--- config.mk ---
export PLATFORM = sky130hd
export DESIGN_NAME = ir_seg_sequencer
export DESIGN_NICKNAME = d
export VERILOG_FILES = /design/src/rtl/ir_seg_pkg.sv /design/src/rtl/ir_seg_sequencer_hex7seg_enc.sv /design/src/rtl/ir_seg_sequencer.sv
export SDC_FILE = /design/constraint.sdc
export NUM_CORES = 1
export LEC_CHECK = 0
export ABC_CLOCK_PERIOD_IN_PS = 5250
export BUFFER_PORTS_ARGS = -buffer_cell sky130_fd_sc_hd__buf_2
export CAP_MARGIN = 20
export CORE_ASPECT_RATIO = 0.6
export CORE_MARGIN = 2
export CORE_UTILIZATION = 30
export CTS_BUF_LIST = sky130_fd_sc_hd__clkbuf_16
export CTS_CLUSTER_SIZE = 12
export DETAILED_ROUTE_END_ITERATION = 8
export PLACE_DENSITY = 0.53
export REMOVE_ABC_BUFFERS = 1
export SLEW_MARGIN = 0
export SYNTH_ARGS = -nofsm -noshare
export SYNTH_HDL_FRONTEND = slang
export SYNTH_SLANG_ARGS = --single-unit
--- constraint.sdc ---
create_clock -name csi_clk -period 5.25 [get_ports csi_clk]
set_input_delay 0 -clock csi_clk [delete_from_list [all_inputs] [get_ports csi_clk]]
set_output_delay 0 -clock csi_clk [all_outputs]
set_load 0.005 [all_outputs]
--- src/rtl/ir_seg_pkg.sv ---
// Shared types and constants for the IR-to-seven-segment write sequencer.
// Segment codes are active-low with bit order g..a at [6:0].
package ir_seg_pkg;

  typedef enum logic [1:0] {
    StIdle,
    StWrLeft,
    StWrRight
  } state_e;

  localparam logic [13:0] BlankPatternDefault = 14'h3FFF;

  // Entry n is the segment code for hex digit n.
  localparam logic [15:0][6:0] SegTable = {
    7'h0E, 7'h06, 7'h21, 7'h46, 7'h03, 7'h08, 7'h10, 7'h00,
    7'h78, 7'h02, 7'h12, 7'h19, 7'h30, 7'h24, 7'h79, 7'h40
  };

  localparam int unsigned AddrLsb  = 0;
  localparam int unsigned AddrNLsb = 8;
  localparam int unsigned CmdLsb   = 16;
  localparam int unsigned CmdNLsb  = 24;

  function automatic logic frame_ok(input logic [31:0] frame);
    return ((frame[AddrLsb +: 8] ^ frame[AddrNLsb +: 8]) == 8'hFF) &&
           ((frame[CmdLsb +: 8] ^ frame[CmdNLsb +: 8]) == 8'hFF);
  endfunction

endpackage

--- src/rtl/ir_seg_sequencer_hex7seg_enc.sv ---
// Combinational hex digit to active-low seven-segment encoder.
module hex7seg_enc
  import ir_seg_pkg::*;
(
  input  logic [3:0] nibble,
  output logic [6:0] seg
);

  always_comb begin
    seg = SegTable[nibble];
  end

endmodule

--- src/rtl/ir_seg_sequencer.sv ---
// Turns decoded NEC frames into Avalon-MM writes to two seven-segment display slaves,
// left showing the command byte and right the address byte, with idle-timeout blanking.
module ir_seg_sequencer
  import ir_seg_pkg::*;
#(
  parameter int unsigned TIMEOUT_CYCLES = 50000000,
  parameter logic [13:0] BLANK_PATTERN  = BlankPatternDefault
) (
  input  logic        csi_clk,
  input  logic        csi_reset_n,
  input  logic        ir_valid,
  input  logic [31:0] ir_data,
  input  logic        enable,
  output logic [1:0]  m1_address,
  output logic        m1_write,
  output logic [15:0] m1_writedata,
  output logic [1:0]  m1_byteenable,
  input  logic        m1_waitrequest,
  output logic [1:0]  m2_address,
  output logic        m2_write,
  output logic [15:0] m2_writedata,
  output logic [1:0]  m2_byteenable,
  input  logic        m2_waitrequest,
  output logic        busy,
  output logic [7:0]  err_cnt
);

  localparam logic [31:0] TmoReload = 32'(TIMEOUT_CYCLES - 1);

  state_e      state_q, state_d;
  logic        pend_q, pend_d;
  logic [13:0] buf_left_q, buf_left_d;
  logic [13:0] buf_right_q, buf_right_d;
  logic [13:0] wrk_left_q, wrk_left_d;
  logic [13:0] wrk_right_q, wrk_right_d;
  logic [31:0] tmo_cnt_q, tmo_cnt_d;
  logic        tmo_armed_q, tmo_armed_d;
  logic [7:0]  err_cnt_q, err_cnt_d;

  logic [6:0]  cmd_hi_seg, cmd_lo_seg, addr_hi_seg, addr_lo_seg;
  logic        frame_good, accept, expire, new_valid, start;
  logic [13:0] new_left, new_right;

  hex7seg_enc u_enc_cmd_hi (
    .nibble (ir_data[CmdLsb+4 +: 4]),
    .seg    (cmd_hi_seg)
  );

  hex7seg_enc u_enc_cmd_lo (
    .nibble (ir_data[CmdLsb +: 4]),
    .seg    (cmd_lo_seg)
  );

  hex7seg_enc u_enc_addr_hi (
    .nibble (ir_data[AddrLsb+4 +: 4]),
    .seg    (addr_hi_seg)
  );

  hex7seg_enc u_enc_addr_lo (
    .nibble (ir_data[AddrLsb +: 4]),
    .seg    (addr_lo_seg)
  );

  // A new entry is either an accepted frame or a blank request; a frame wins a tie.
  always_comb begin
    frame_good = frame_ok(ir_data);
    accept     = ir_valid && frame_good && enable;
    expire     = tmo_armed_q && enable && (tmo_cnt_q == '0);
    new_valid  = accept || expire;
    new_left   = accept ? {cmd_hi_seg, cmd_lo_seg}   : BLANK_PATTERN;
    new_right  = accept ? {addr_hi_seg, addr_lo_seg} : BLANK_PATTERN;
    start      = (state_q == StIdle) && enable && (new_valid || pend_q);
  end

  always_comb begin
    tmo_cnt_d   = tmo_cnt_q;
    tmo_armed_d = tmo_armed_q;
    if (accept) begin
      tmo_cnt_d   = TmoReload;
      tmo_armed_d = 1'b1;
    end else if (expire) begin
      tmo_armed_d = 1'b0;
    end else if (tmo_armed_q && enable) begin
      tmo_cnt_d = tmo_cnt_q - 32'd1;
    end
  end

  always_comb begin
    err_cnt_d = err_cnt_q;
    if (ir_valid && !frame_good && (err_cnt_q != 8'hFF)) begin
      err_cnt_d = err_cnt_q + 8'd1;
    end
  end

  // An entry arriving in the same cycle IDLE can start is forwarded straight to the
  // working register, giving one cycle from ir_valid to m1_write.
  always_comb begin
    state_d     = state_q;
    pend_d      = pend_q;
    buf_left_d  = buf_left_q;
    buf_right_d = buf_right_q;
    wrk_left_d  = wrk_left_q;
    wrk_right_d = wrk_right_q;

    if (start) begin
      pend_d = 1'b0;
    end else if (new_valid) begin
      pend_d      = 1'b1;
      buf_left_d  = new_left;
      buf_right_d = new_right;
    end

    case (state_q)
      StIdle: begin
        if (start) begin
          state_d     = StWrLeft;
          wrk_left_d  = new_valid ? new_left  : buf_left_q;
          wrk_right_d = new_valid ? new_right : buf_right_q;
        end
      end
      StWrLeft: begin
        if (!m1_waitrequest) state_d = StWrRight;
      end
      StWrRight: begin
        if (!m2_waitrequest) state_d = StIdle;
      end
      default: state_d = StIdle;
    endcase
  end

  always_ff @(posedge csi_clk or negedge csi_reset_n) begin
    if (!csi_reset_n) begin
      state_q     <= StIdle;
      pend_q      <= 1'b0;
      buf_left_q  <= '0;
      buf_right_q <= '0;
      wrk_left_q  <= '0;
      wrk_right_q <= '0;
      tmo_cnt_q   <= '0;
      tmo_armed_q <= 1'b0;
      err_cnt_q   <= '0;
    end else begin
      state_q     <= state_d;
      pend_q      <= pend_d;
      buf_left_q  <= buf_left_d;
      buf_right_q <= buf_right_d;
      wrk_left_q  <= wrk_left_d;
      wrk_right_q <= wrk_right_d;
      tmo_cnt_q   <= tmo_cnt_d;
      tmo_armed_q <= tmo_armed_d;
      err_cnt_q   <= err_cnt_d;
    end
  end

  always_comb begin
    m1_address    = 2'b00;
    m1_byteenable = 2'b11;
    m1_write      = (state_q == StWrLeft);
    m1_writedata  = {2'b00, wrk_left_q};
    m2_address    = 2'b00;
    m2_byteenable = 2'b11;
    m2_write      = (state_q == StWrRight);
    m2_writedata  = {2'b00, wrk_right_q};
    busy          = (state_q != StIdle);
    err_cnt       = err_cnt_q;
  end

endmodule
==> impl_metrics.json, run 1 <==
{
  "status": "complete, no violations",
  "netlist_instances": 800,
  "finalCoreUtilization": 0.342,
  "clockBufferDepth": 2,
  "skew_ps": 7.74,
  "grt.total_usage": 0.171,
  "htree_num_levels": 3,
  "grt_pass1_vias": 5914,
  "hpwl_mm": 13.0,
  "drc": 0,
  "drtIter0Drc": 518,
  "viasPerCell": 5.70,
  "clkTransAtPathRegs_ps": 70,
  "synth-seq-cells": 100,
  "reg2reg_depth": 5,
  "area_delta_synth_final_pct": 11.4,
  "layoutNonFillerInstCount": 1138,
  "crit_end": "tmo_cnt_q[7]",
  "synth-main-ff-cell": "dfrtp_1",
  "reg2reg_slack_ps": 2220,
  "place_ws_ps": 2300,
  "synth_warnings": 0,
  "routed_wl_mm": 20.9,
  "yosys.area_share.adder": 0.0474,
  "grt_pass1_wl_mm": 34.1,
  "drtAntennaViolNets": 0,
  "finalHoldViolations": 0,
  "core_um2": 23200,
  "mostFrequentLayoutCells": "dfrtp_1 (100), buf_2 (75), nor2_1 (58)",
  "start_util": 0.307,
  "async_flop_share": 1.00,
  "drt_pass1_iterations": 7,
  "finalSetupViolCount": 0,
  "peakVddDrop_mv": 0.157,
  "synth_compound_area_frac": 0.292,
  "cap_viol_max_count": 0,
  "synth_top_area_frac": 0.351,
  "worstReg2RegEnd": "tmo_cnt_q[7]",
  "tritoncts": "built",
  "ios": 89,
  "crit_start": "tmo_cnt_q[18]",
  "final_area_um2": 7940,
  "wire_per_inst_um": 18.4,
  "endpoint_kind": "register",
  "min_path_type": "input port to async pin",
  "die_y_um": 123,
  "arrival_ps": 3310,
  "slew-limit-headroom": 0.388,
  "leakage_nw": 3.42,
  "setup_tns_ps": 0,
  "rows": 43,
  "required_ps": 5520,
  "min_period_over_period": 0.578,
  "post_dp_cell_area_um2": 7610,
  "synth_cell_types": 59,
  "synth_top_family_by_area": "compound AO/OA/AOI/OAI gates",
  "cp_max_fo": 77,
  "fmax_ghz": 0.330,
  "fin_crit_ps": 3030,
  "syn_area_um2": 7120,
  "crit-reg2reg-launch": "tmo_cnt_q[18]",
  "slew_viol_final": 0,
  "synthXorXnorAreaFrac": 0.0295,
  "setup_ws_ps": 2220,
  "startpoint_type": "register",
  "cts_made_buffers": 9,
  "placed_cells": 1117,
  "die_w_um": 203,
  "place.gp.congestion": 0.776,
  "rsz0062_at_grt": "no",
  "antenna_found_initial": 1,
  "synthSimpleGateAreaFrac": 0.168,
  "ctsResizeCount": 0,
  "num-nets-final": 883,
  "tightest_slew_ps": 918,
  "port-buffer-count": 76,
  "synth_edf_count": 0,
  "syn_avg_cell_area_um2": 8.91,
  "yosysSeqAreaShare": 0.351,
  "nFillCells": 2362,
  "gr-total-overflow": 0,
  "clock_latency_ps": 350,
  "post-synth-top-area-cell": "dfrtp_1",
  "cts_num_sinks": 100,
  "vias": 6482,
  "worstSetupPathType": "register to register",
  "n_antenna_cell": 0,
  "muxShareOfSynthArea": 0.0399,
  "root_buffer": "clkbuf_16",
  "grt_start_max_net_pins": 78,
  "drive_above_1_share": 0.185,
  "synth_top_cells_by_area": "dfrtp_1 (35%), ha_1 (4.7%), clkbuf_1 (3.7%), a221oi_1 (3.4%), o2111ai_1 (3.4%)",
  "layout_commonest_cell": "dfrtp_1",
  "power.density_nw_per_um2": 222,
  "dieArea_um2": 25000
}
[per-layer routing]
metal / share of wire / GRT usage / vias up / wire [um]
met5: 0.00062 / 0 / - / 13
met4: 0.0077 / 0.0319 / 2 / 161
met3: 0.056 / 0.0324 / 13 / 1170
met2: 0.39 / 0.230 / 191 / 8130
met1: 0.55 / 0.276 / 3171 / 11400
li1: - / - / 3105 / -
[how the worst min path moves through the flow]
stage	slack, ps	end	cells past startpoint	startpoint
final	140	err_cnt[1]	2	csi_reset_n
after global routing	160	err_cnt[1]	2	csi_reset_n
after detailed placement	230	err_cnt[0]	1	csi_reset_n
after floorplan	-300	buf_left_q[0]	0	csi_reset_n
after global placement	220	err_cnt[1]	1	csi_reset_n
after CTS	190	buf_left_q[8]	5	ir_data[21]
[per-stage QoR]
| stage | total power [W] | hold slack (ps) |
|---|---|---|
| 5_1_grt | 0.00187 | 162 |
| 3_5_place_dp | 0.00116 | 229 |
| 3_3_place_gp | 0.00115 | 225 |
| 6_report | 0.00176 | 142 |
| 4_1_cts | 0.00179 | 194 |
| 2_1_floorplan | 0.00102 | -296 |
[cells in the mapped netlist (11+ instances only)]
master     count
a221oi_1      28
o211ai_1      32
nor2_1        58
nand2_1       58
a31o_2        24
nand3_1       23
nor3_1        11
xnor2_1       16
or3_1         19
ha_1          27
a21oi_1       29
dfrtp_1      100
o21ai_0       20
clkbuf_1      70
o31ai_1       16
inv_1         17
mux2i_1       16
a211oi_1      25
or4_1         17
buf_4         19
o2111ai_1     28
o32ai_1       16
[worst max-delay path, cell delays in order, from the launching register on]
cell and delay (ps):
dfrtp_1 440, or4_1 700, nor4_2 460, and4_4 920, o41ai_1 200, a21oi_1 210
[cells by family after synthesis]
| logic type | Yosys count |
|---|---|
| multiplexers | 25 |
| AO/OA/AOI/OAI | 273 |
| other | 2 |
| buffers and inverters | 114 |
| XOR/XNOR | 24 |
| adder cells (fa/ha/maj) | 27 |
| AND/OR/NAND/NOR | 235 |
| flip-flops | 100 |
[power breakdown]
group          internal, W  switching (W)
Clock             0.000316       0.000307
Combinational     0.000125       0.000183
Sequential        0.000798      0.0000362
[repair_timing]
item / 4_1_cts / 5_1_grt
buffers inserted: 0 / 0
hold buffers: 4 / 0
setup endpoints to repair: 0 / 0
endpoints found under the hold margin: 71 / 0
[state kept, by name, summed over array words and instances (netlist names)]
signal and flops:
wrk_left_q 14, tmo_armed_q 1, wrk_right_q 14, buf_left_q 14, state_q 2, pend_q 1, buf_right_q 14, err_cnt 8
tmo_cnt_q 32
[cell type report]
cell class | instances | area [um^2] | share of cell area
Clock buffer | 9 | 225 | 0.0284
Sequential cell | 100 | 2500 | 0.315
Tap cell | 315 | 394 | 0.0496
Timing Repair Buffer | 93 | 541 | 0.0681
Inverter | 18 | 67.6 | 0.00851
Multi-Input combinational cell | 596 | 4170 | 0.526
Clock inverter | 7 | 36.3 | 0.00457
Note: power is estimated with default switching activity, not from simulation.
==> run 2: changes to the inputs <==
- ABC_CLOCK_PERIOD_IN_PS: 5250 -> 3200
- clock period: 5.25 -> 3.2 ns (I/O delays scaled with it)
==> run 2 against run 1 <==
Net effect:
- count of clock-buffer cells in the layout did not move
- utilization rose by 0.60 points
- first-iteration DRC count fell by 0.39%
- combinational power rose by 65%
- sequential power rose by 64%
- global-route usage rose by 0.43 points
- sequential cell count did not move
==> impl_metrics.json, run 2 (synthesis gave the netlist of run 1 again) <==
{
  "top_layer_used": "met4",
  "place.gp.congestion": 0.793,
  "clock_latency_ps": 360,
  "core_um2": 23200,
  "finalHoldViolations": 0,
  "rows": 43,
  "gr-total-overflow": 0,
  "fin_crit_ps": 2660,
  "routed_wl_mm": 21.0,
  "die_w_um": 203,
  "tritoncts": "built",
  "grt.total_usage": 0.175,
  "drtAntennaViolNets": 0,
  "tightest_slew_ps": 577,
  "cp_max_fo": 41,
  "area_delta_synth_final_pct": 13.4,
  "cts_made_buffers": 9,
  "viasPerCell": 5.61,
  "min_period_over_period": 0.832,
  "place_ws_ps": 604,
  "port-buffer-count": 76,
  "peakVddDrop_mv": 0.252,
  "ctsResizeCount": 0,
  "die_y_um": 123,
  "leakage_nw": 3.48,
  "worstReg2RegEnd": "wrk_right_q[13]",
  "worstSetupPathType": "register to register",
  "cts_num_sinks": 100,
  "slew-limit-headroom": 0.606,
  "reg2reg_depth": 6,
  "wl_met3_mm": 1.21,
  "nFillCells": 2387,
  "required_ps": 3470,
  "drc": 0,
  "drive_above_1_share": 0.199,
  "wire_per_inst_um": 18.3,
  "crit-reg2reg-launch": "tmo_cnt_q[4]",
  "finalSetupViolCount": 0,
  "grt_start_max_net_pins": 74,
  "min_path_type": "input port to async pin",
  "hpwl_mm": 14.0,
  "vias": 6455,
  "drtIter0Drc": 516,
  "n_antenna_cell": 0,
  "startpoint_type": "register",
  "setup_ws_ps": 539,
  "htree_num_levels": 3,
  "grt_pass1_vias": 6005,
  "start_util": 0.307,
  "mostFrequentLayoutCells": "dfrtp_1 (100), buf_2 (75), nor2_1 (58)",
  "status": "complete, no violations",
  "num-nets-final": 895,
  "fmax_ghz": 0.376,
  "rsz0062_at_grt": "no",
  "drt_pass1_iterations": 8,
  "largest-register": "tmo_cnt_q",
  "reg2reg_slack_ps": 540,
  "ios": 89,
  "clockBufferDepth": 2,
  "power_w": 0.00293,
  "largest_reg_flops": 32,
  "endpoint_kind": "register",
  "wl_met1_mm": 11.5,
  "met2_length_mm": 8.20,
  "dieArea_um2": 25000,
  "layout_commonest_cell": "dfrtp_1",
  "skew_ps": 10.2,
  "power.density_nw_per_um2": 363,
  "grt_pass1_wl_mm": 34.6,
  "root_buffer": "clkbuf_16",
  "arrival_ps": 2940,
  "clkTransAtPathRegs_ps": 70,
  "antenna_found_initial": 0,
  "setup_tns_ps": 0,
  "cap_viol_max_count": 0,
  "slew_viol_final": 0
}
[run 2: layer usage]
layer | GRT usage | up-vias
li1 | - | 3131
met1 | 0.277 | 3136
met2 | 0.238 | 178
met3 | 0.0369 | 10
met4 | 0.0347 | 0
met5 | 0 | -
[run 2: worst max-delay path, stage by stage (launching register included)]
cell	delay (ps)
dfrtp_1	420
or4_1	690
nor3_1	420
and4_2	300
buf_4	400
a221oi_1	110
o211ai_1	210
[run 2: how the worst max path moves through the flow]
stage               depth (start not counted)               to           from
floorplan                                   5    tmo_cnt_q[10]  tmo_cnt_q[18]
global placement                            6     tmo_cnt_q[6]   tmo_cnt_q[4]
detailed placement                          6     tmo_cnt_q[6]  tmo_cnt_q[18]
CTS                                         6  wrk_right_q[13]  tmo_cnt_q[18]
global route                                6    tmo_cnt_q[10]   tmo_cnt_q[4]
finish                                      6  wrk_right_q[13]   tmo_cnt_q[4]
[run 2: layout make-up]
class / count / area [um^2] / area share
multi-input combinational: 596 / 4170 / 0.516
sequential: 100 / 2500 / 0.310
timing repair buffer: 105 / 673 / 0.0833
tap: 315 / 394 / 0.0488
clock buffer: 9 / 225 / 0.0279
inverter: 18 / 67.6 / 0.00836
clock inverter: 7 / 43.8 / 0.00542
[run 2: metrics by stage]
stage / std cells / hold WS, ps / cell area (um^2) / util
2_1_floorplan: 714 / -296 / 6720 / -
3_3_place_gp: 1130 / -21.3 / 7770 / 0.335
3_5_place_dp: 1130 / -23.8 / 7770 / 0.335
4_1_cts: 1150 / 133 / 8080 / 0.348
5_1_grt: 1150 / 145 / 8080 / 0.348
6_report: 1150 / 119 / 8080 / 0.348
[run 2: power breakdown]
part           internal, W  total (W)  switching (W)
registers          0.00131    0.00137      0.0000599
logic             0.000210   0.000509       0.000299
clock network     0.000523    0.00105       0.000530
[run 2: repair_timing]
| item | in CTS | in global routing |
|---|---|---|
| setup buffers | 0 | 0 |
| endpoints found under the hold margin | 29 | 0 |
| hold buffers | 4 | 0 |
